<file path="src/rtl/key_select_sequencer.sv">
// Push-button front end for the 4-to-1 mux: synchronises and debounces two
// active-low keys, then steps a registered select up/down or clears it.

module key_debounce #(
  parameter int DEBOUNCE_CYCLES = 500000
) (
  input  logic clk,
  input  logic rst_n,
  input  logic i_key,
  output logic o_level,
  output logic o_press
);
  localparam int CNT_W = $clog2(DEBOUNCE_CYCLES);
  localparam logic [CNT_W-1:0] CNT_MAX = CNT_W'(DEBOUNCE_CYCLES - 1);

  logic             r_s1, r_s2;
  logic             r_level, r_level_q;
  logic [CNT_W-1:0] r_cnt;

  always_ff @(posedge clk or negedge rst_n) begin
    if (!rst_n) begin
      r_s1      <= 1'b1;
      r_s2      <= 1'b1;
      r_level   <= 1'b1;
      r_level_q <= 1'b1;
      r_cnt     <= '0;
    end else begin
      r_s1      <= i_key;
      r_s2      <= r_s1;
      r_level_q <= r_level;
      // Counter only runs while s2 disagrees; it clears on commit, so it never wraps.
      if (r_s2 == r_level) begin
        r_cnt <= '0;
      end else if (r_cnt == CNT_MAX) begin
        r_level <= r_s2;
        r_cnt   <= '0;
      end else begin
        r_cnt <= r_cnt + CNT_W'(1);
      end
    end
  end

  assign o_level = r_level;
  assign o_press = r_level_q & ~r_level;
endmodule

module key_select_sequencer #(
  parameter int DEBOUNCE_CYCLES = 500000,
  parameter int SEL_WIDTH       = 2
) (
  input  logic                    clk,
  input  logic                    rst_n,
  input  logic [1:0]              key,
  output logic [SEL_WIDTH-1:0]    sel,
  output logic [2**SEL_WIDTH-1:0] sel_onehot,
  output logic                    sel_changed,
  output logic [1:0]              key_pressed
);
  localparam int NUM_KEYS = 2;
  localparam int NUM_SEL  = 2**SEL_WIDTH;

  logic [NUM_KEYS-1:0]  w_level;
  logic [NUM_KEYS-1:0]  w_press;
  logic [SEL_WIDTH-1:0] w_sel_nxt;
  logic [NUM_SEL-1:0]   w_onehot_nxt;
  logic                 w_upd;

  logic [SEL_WIDTH-1:0] r_sel;
  logic [NUM_SEL-1:0]   r_onehot;
  logic                 r_changed;

  key_debounce #(.DEBOUNCE_CYCLES(DEBOUNCE_CYCLES)) u_deb [NUM_KEYS-1:0] (
    .clk     (clk),
    .rst_n   (rst_n),
    .i_key   (key),
    .o_level (w_level),
    .o_press (w_press)
  );

  // key[0] steps up, key[1] steps down, both together clear.
  always_comb begin
    w_sel_nxt    = r_sel;
    w_onehot_nxt = '0;
    w_upd        = |w_press;
    case (w_press)
      2'b01:   w_sel_nxt = r_sel + SEL_WIDTH'(1);
      2'b10:   w_sel_nxt = r_sel - SEL_WIDTH'(1);
      2'b11:   w_sel_nxt = '0;
      default: w_sel_nxt = r_sel;
    endcase
    w_onehot_nxt[w_sel_nxt] = 1'b1;
  end

  always_ff @(posedge clk or negedge rst_n) begin
    if (!rst_n) begin
      r_sel     <= '0;
      r_onehot  <= NUM_SEL'(1);
      r_changed <= 1'b0;
    end else begin
      r_changed <= w_upd;
      if (w_upd) begin
        r_sel    <= w_sel_nxt;
        r_onehot <= w_onehot_nxt;
      end
    end
  end

  assign sel         = r_sel;
  assign sel_onehot  = r_onehot;
  assign sel_changed = r_changed;
  assign key_pressed = ~w_level;
endmodule

</file>
<file path="config.mk">
export PLATFORM = sky130hd
export DESIGN_NAME = key_select_sequencer
export DESIGN_NICKNAME = d
export VERILOG_FILES = /design/src/rtl/key_select_sequencer.sv
export SDC_FILE = /design/constraint.sdc
export NUM_CORES = 1
export LEC_CHECK = 0
export ABC_AREA = 1
export CORE_UTILIZATION = 54
export CTS_CLUSTER_DIAMETER = 150
export CTS_CLUSTER_SIZE = 12
export DETAILED_ROUTE_END_ITERATION = 8
export PLACE_DENSITY = 0.82
export SYNTH_ARGS = -nofsm -noshare
export SYNTH_HDL_FRONTEND = slang
export SYNTH_SLANG_ARGS = --single-unit
</file>
<file path="constraint.sdc">
create_clock -name clk -period 1.7 [get_ports clk]
set_clock_uncertainty 0.05 [all_clocks]
set_input_delay 0.425 -clock clk [delete_from_list [all_inputs] [get_ports clk]]
set_output_delay 0.425 -clock clk [all_outputs]
set_load 0.02 [all_outputs]
</file>
==> impl_metrics.json, run 1 <==
{
  "status": "complete, no violations",
  "max-slew-margin-rel_pct": 73.5,
  "die_h_um": 76.1,
  "max-cap-violations": 0,
  "worst-path-buf-inv": 3,
  "dp_hpwl_um": 4520,
  "p_leak_nw": 1.47,
  "r2r_slack_ps": 30,
  "critPathMaxFanout": 3,
  "syn_avg_cell_area_um2": 7.65,
  "final_hold_viol_count": 0,
  "synthesis.area_um2": 2960,
  "clock.fmax_ghz": 0.599,
  "reg2reg_to": "sel_onehot[1]",
  "detailedRoute.firstPassIterationCount": 5,
  "timing_worst_setup_path_type": "reg -> reg",
  "synth_top_area_share_pct": 37.2,
  "power.share.switching_pct": 22.1,
  "routedWlPerCell_um": 13.0,
  "antenna_violating_nets_post_route": 0,
  "total_nets_final": 424,
  "post-synth-top-area-cell": "sky130_fd_sc_hd__dfrtp_1",
  "setup_violations": 0,
  "crit_slowest_cell": "sky130_fd_sc_hd__dfstp_2",
  "clk_path_buf_depth": 2,
  "finalCriticalPeriod_ps": 1670,
  "setup.worst_path.end_class": "flop",
  "postRouteWirelength_um": 6320,
  "worst_hold_path_type": "in -> async",
  "crit_path_cell_trace": "nand2_4 -> buf_4 -> ha_4 -> inv_1 -> nand2_2 -> nand2_1 -> o21ai_2 -> nor2_2 -> inv_2 -> o21ai_1",
  "fin_cells": 486,
  "cp_top_delay_family": "flip-flops",
  "grt_antenna_before_repair": 0,
  "ys_async_sr_fraction_pct": 100,
  "seqPwrFrac_pct": 57.4,
  "drc": 0,
  "gpl.final_weighted_congestion": 0.893,
  "synthesis_warnings": 0,
  "crit_arrival_ps": 1860,
  "synth-seq-cells": 53,
  "ys_dominant_reg_cell": "sky130_fd_sc_hd__dfrtp_1",
  "initialDrtViolationCount": 192,
  "finalWorstSetupSlack_ps": 31.0,
  "ys_top_cells_by_area": "sky130_fd_sc_hd__dfrtp_1, sky130_fd_sc_hd__nand2_1, sky130_fd_sc_hd__nor2_1, sky130_fd_sc_hd__dfstp_2, sky130_fd_sc_hd__inv_1",
  "crit_required_ps": 1890,
  "hold_slack_ps": 30.9,
  "antenna-diode-count": 0,
  "postLayoutCoreUtil_pct": 65.7,
  "rows": 26,
  "crit_cells": 10,
  "floorplan.core_area_um2": 5200,
  "fraction_of_the_yosys_area_taken_by_sequential_cells_pct": 45.2,
  "clkPwrFrac_pct": 38.3,
  "placement.io_buffers": 12,
  "boundaryPins": 13,
  "post-place-cells": 475,
  "combPwrFrac_pct": 4.3,
  "grt_start_max_net_pins": 54,
  "effective_utilization_at_floorplan_pct": 56.9,
  "synthToLayoutAreaGrowth_pct": 15.5,
  "post_dp_cell_area_um2": 3230,
  "routed_via_count_divided_by_cell_count": 5.24,
  "reg2regPathDepth": 10,
  "tcrit_tclk_final_pct": 98.2,
  "die-area_um2": 5780,
  "synth_edf_count": 0,
  "crit_path_start_kind": "flop",
  "irDropWorstVdd_mv": 0.444,
  "reg2reg_from": "u_deb[1].r_level_q",
  "wire_length_of_the_first_global_routing_pass_um": 10300,
  "cell_internal_pwr_mw": 1.76,
  "syn-instance-count": 387,
  "clk_root_buffer_cell": "sky130_fd_sc_hd__clkbuf_8",
  "clock_pin_slew_reported_for_the_worst_setup_and_hold_paths_after_clock_tree_synthesis_ps": 100,
  "maxSlewViolCount": 0,
  "cts.sinks": 53,
  "place_ws_ps": -42.0,
  "worst_path_largest_cell_delay_ps": 560,
  "p_switching_uw": 498,
  "worstMarginPinSlew_ps": 396,
  "synth_cell_types": 26,
  "chip_width_um": 76.1,
  "fin_setup_tns_ps": 0,
  "global_route.usage.total_pct": 22.3,
  "grt_overflow": 0,
  "first_global_vias": 2356,
  "htreeDepth": 2,
  "total_clock_buffers_created_by_cts": 5,
  "drive_above_1_share_pct": 18.5,
  "insertion_delay_ps": 310,
  "fin_area_um2": 3420,
  "synth_nets": 396,
  "cts_tree": "yes",
  "dr_total_vias": 2545,
  "cts_hold_buffers": 0,
  "cellPowerDensity_nw_per_um2": 659,
  "power_mw": 2.25
}
==> registers in the layout (all words and copies together) (netlist names) <==
register	flops
u_deb.r_cnt	38
u_deb.r_s1	2
u_deb.r_s2	2
u_deb.o_level	2
sel	2
u_deb.r_level_q	2
sel_changed	1
sel_onehot	4
==> worst max path at each step <==
stage                             startpoint            end  slack, ps
after detailed placement    u_deb[1].o_level  sel_onehot[2]        -40
after global routing        u_deb[0].o_level  sel_onehot[0]        -60
after global placement      u_deb[1].o_level  sel_onehot[2]         40
final                     u_deb[1].r_level_q  sel_onehot[1]         30
after floorplan             u_deb[1].o_level  sel_onehot[2]          1
after CTS                   u_deb[1].o_level  sel_onehot[2]        -20
==> cells by family (layout without fill, tap and decap cells) <==
| group | Yosys count | count (layout) | synth area share [%] |
|---|---|---|---|
| AO/OA/AOI/OAI | 18 | 18 | 3.59 |
| AND/OR/NAND/NOR | 243 | 243 | 37.1 |
| XOR/XNOR | 17 | 17 | 5.53 |
| flip-flops | 53 | 53 | 45.2 |
| buffers and inverters | 51 | 80 | 6.46 |
| adder cells (fa/ha/maj) | 5 | 5 | 2.11 |
==> cells in the final DEF (no fill, tap or decap), types with 2 or more instances in the layout <==
| master | instances |
|---|---|
| sky130_fd_sc_hd__nor2_1 | 84 |
| sky130_fd_sc_hd__nand2_1 | 83 |
| sky130_fd_sc_hd__dfrtp_1 | 44 |
| sky130_fd_sc_hd__inv_1 | 43 |
| sky130_fd_sc_hd__nand3_1 | 26 |
| sky130_fd_sc_hd__xor2_1 | 14 |
| sky130_fd_sc_hd__nor2_2 | 13 |
| sky130_fd_sc_hd__dfstp_2 | 9 |
| sky130_fd_sc_hd__a21oi_1 | 8 |
| sky130_fd_sc_hd__buf_4 | 8 |
| sky130_fd_sc_hd__nor3_1 | 7 |
| sky130_fd_sc_hd__inv_2 | 7 |
| sky130_fd_sc_hd__nand2_2 | 6 |
| sky130_fd_sc_hd__nand4_1 | 6 |
| sky130_fd_sc_hd__o21ai_1 | 6 |
| sky130_fd_sc_hd__dlygate4sd2_1 | 6 |
| sky130_fd_sc_hd__clkbuf_8 | 5 |
| sky130_fd_sc_hd__nand2_4 | 4 |
| sky130_fd_sc_hd__nor2_4 | 3 |
| sky130_fd_sc_hd__nand3_4 | 3 |
| sky130_fd_sc_hd__nand3b_1 | 2 |
| sky130_fd_sc_hd__xnor2_2 | 2 |
| sky130_fd_sc_hd__nor3_2 | 2 |
| sky130_fd_sc_hd__nand3_2 | 2 |
| sky130_fd_sc_hd__ha_1 | 2 |
| sky130_fd_sc_hd__ha_2 | 2 |
| sky130_fd_sc_hd__clkdlybuf4s50_1 | 2 |
| sky130_fd_sc_hd__clkdlybuf4s15_1 | 2 |
==> layer usage <==
layer	global-route usage, %	part of all wire (%)	up-vias
met2	38.5	49	75
li1	-	-	1256
met4	7.31	2.1	0
met1	28.8	44	1198
met5	0	0	-
met3	3.23	4.6	16
==> worst reg2reg max path, delay by kind of cell (launching register included) <==
kind            cells  cell delay (ps)
flops               1              560
compound gates      2              210
simple gates        4              370
fa+ha+maj           1              160
buf+inv             3              260
==> synth_stat cells (2+ instances only) <==
library cell and instances:
sky130_fd_sc_hd__nand3_4 3, sky130_fd_sc_hd__nand3_1 28, sky130_fd_sc_hd__nor2_4 3, sky130_fd_sc_hd__inv_1 46, sky130_fd_sc_hd__nand2_1 88, sky130_fd_sc_hd__nor3_2 2, sky130_fd_sc_hd__ha_1 5, sky130_fd_sc_hd__nor3_1 7
sky130_fd_sc_hd__xor2_1 14, sky130_fd_sc_hd__nor2_1 86, sky130_fd_sc_hd__xnor2_2 2, sky130_fd_sc_hd__a21oi_1 8, sky130_fd_sc_hd__nand4_1 6, sky130_fd_sc_hd__inv_2 5, sky130_fd_sc_hd__nand2_2 5, sky130_fd_sc_hd__o21ai_0 4
sky130_fd_sc_hd__dfstp_2 9, sky130_fd_sc_hd__dfrtp_1 44, sky130_fd_sc_hd__nand3b_1 2, sky130_fd_sc_hd__o21ai_1 4, sky130_fd_sc_hd__nor2_2 11
==> what timing repair did <==
action	4_1_cts	5_1_grt
resized for setup	14	21
hold endpoints to repair	0	0
pin swaps	1	3
setup endpoints to repair	15	20
buffers inserted	0	3
cloned	0	0
==> layout make-up <==
cell class / count / area (µm²)
clock buffer: 5 / 68.8
clock inverter: 3 / 46.3
fill: 419 / 1780
inverter: 51 / 194
multi-input combinational: 283 / 1500
sequential: 53 / 1340
tap: 70 / 87.6
timing repair buffer: 21 / 183
==> power by group through the flow <==
stage	clock (mW)	combinational [mW]	sequential (mW)
2_1_floorplan	0	0.0378	1.32
3_3_place_gp	0	0.0881	1.32
3_5_place_dp	0	0.0925	1.32
4_1_cts	0.888	0.0932	1.29
5_1_grt	0.935	0.108	1.30
6_report	0.864	0.0964	1.29
Power figures use the tool's default switching activity.
==> run 2, diff against run 1 <==
Settings changed: GPL_ROUTABILITY_DRIVEN from default to 1.
==> results of run 2 <==
Same layout as run 1: the final DEF is identical, and so are final timing and power.
==> run 3, diff against run 2 <==
Settings changed: CTS_CLUSTER_DIAMETER 150 to 30.
==> results of run 3 <==
Same layout as run 1: the final DEF is identical, and so are final timing and power.
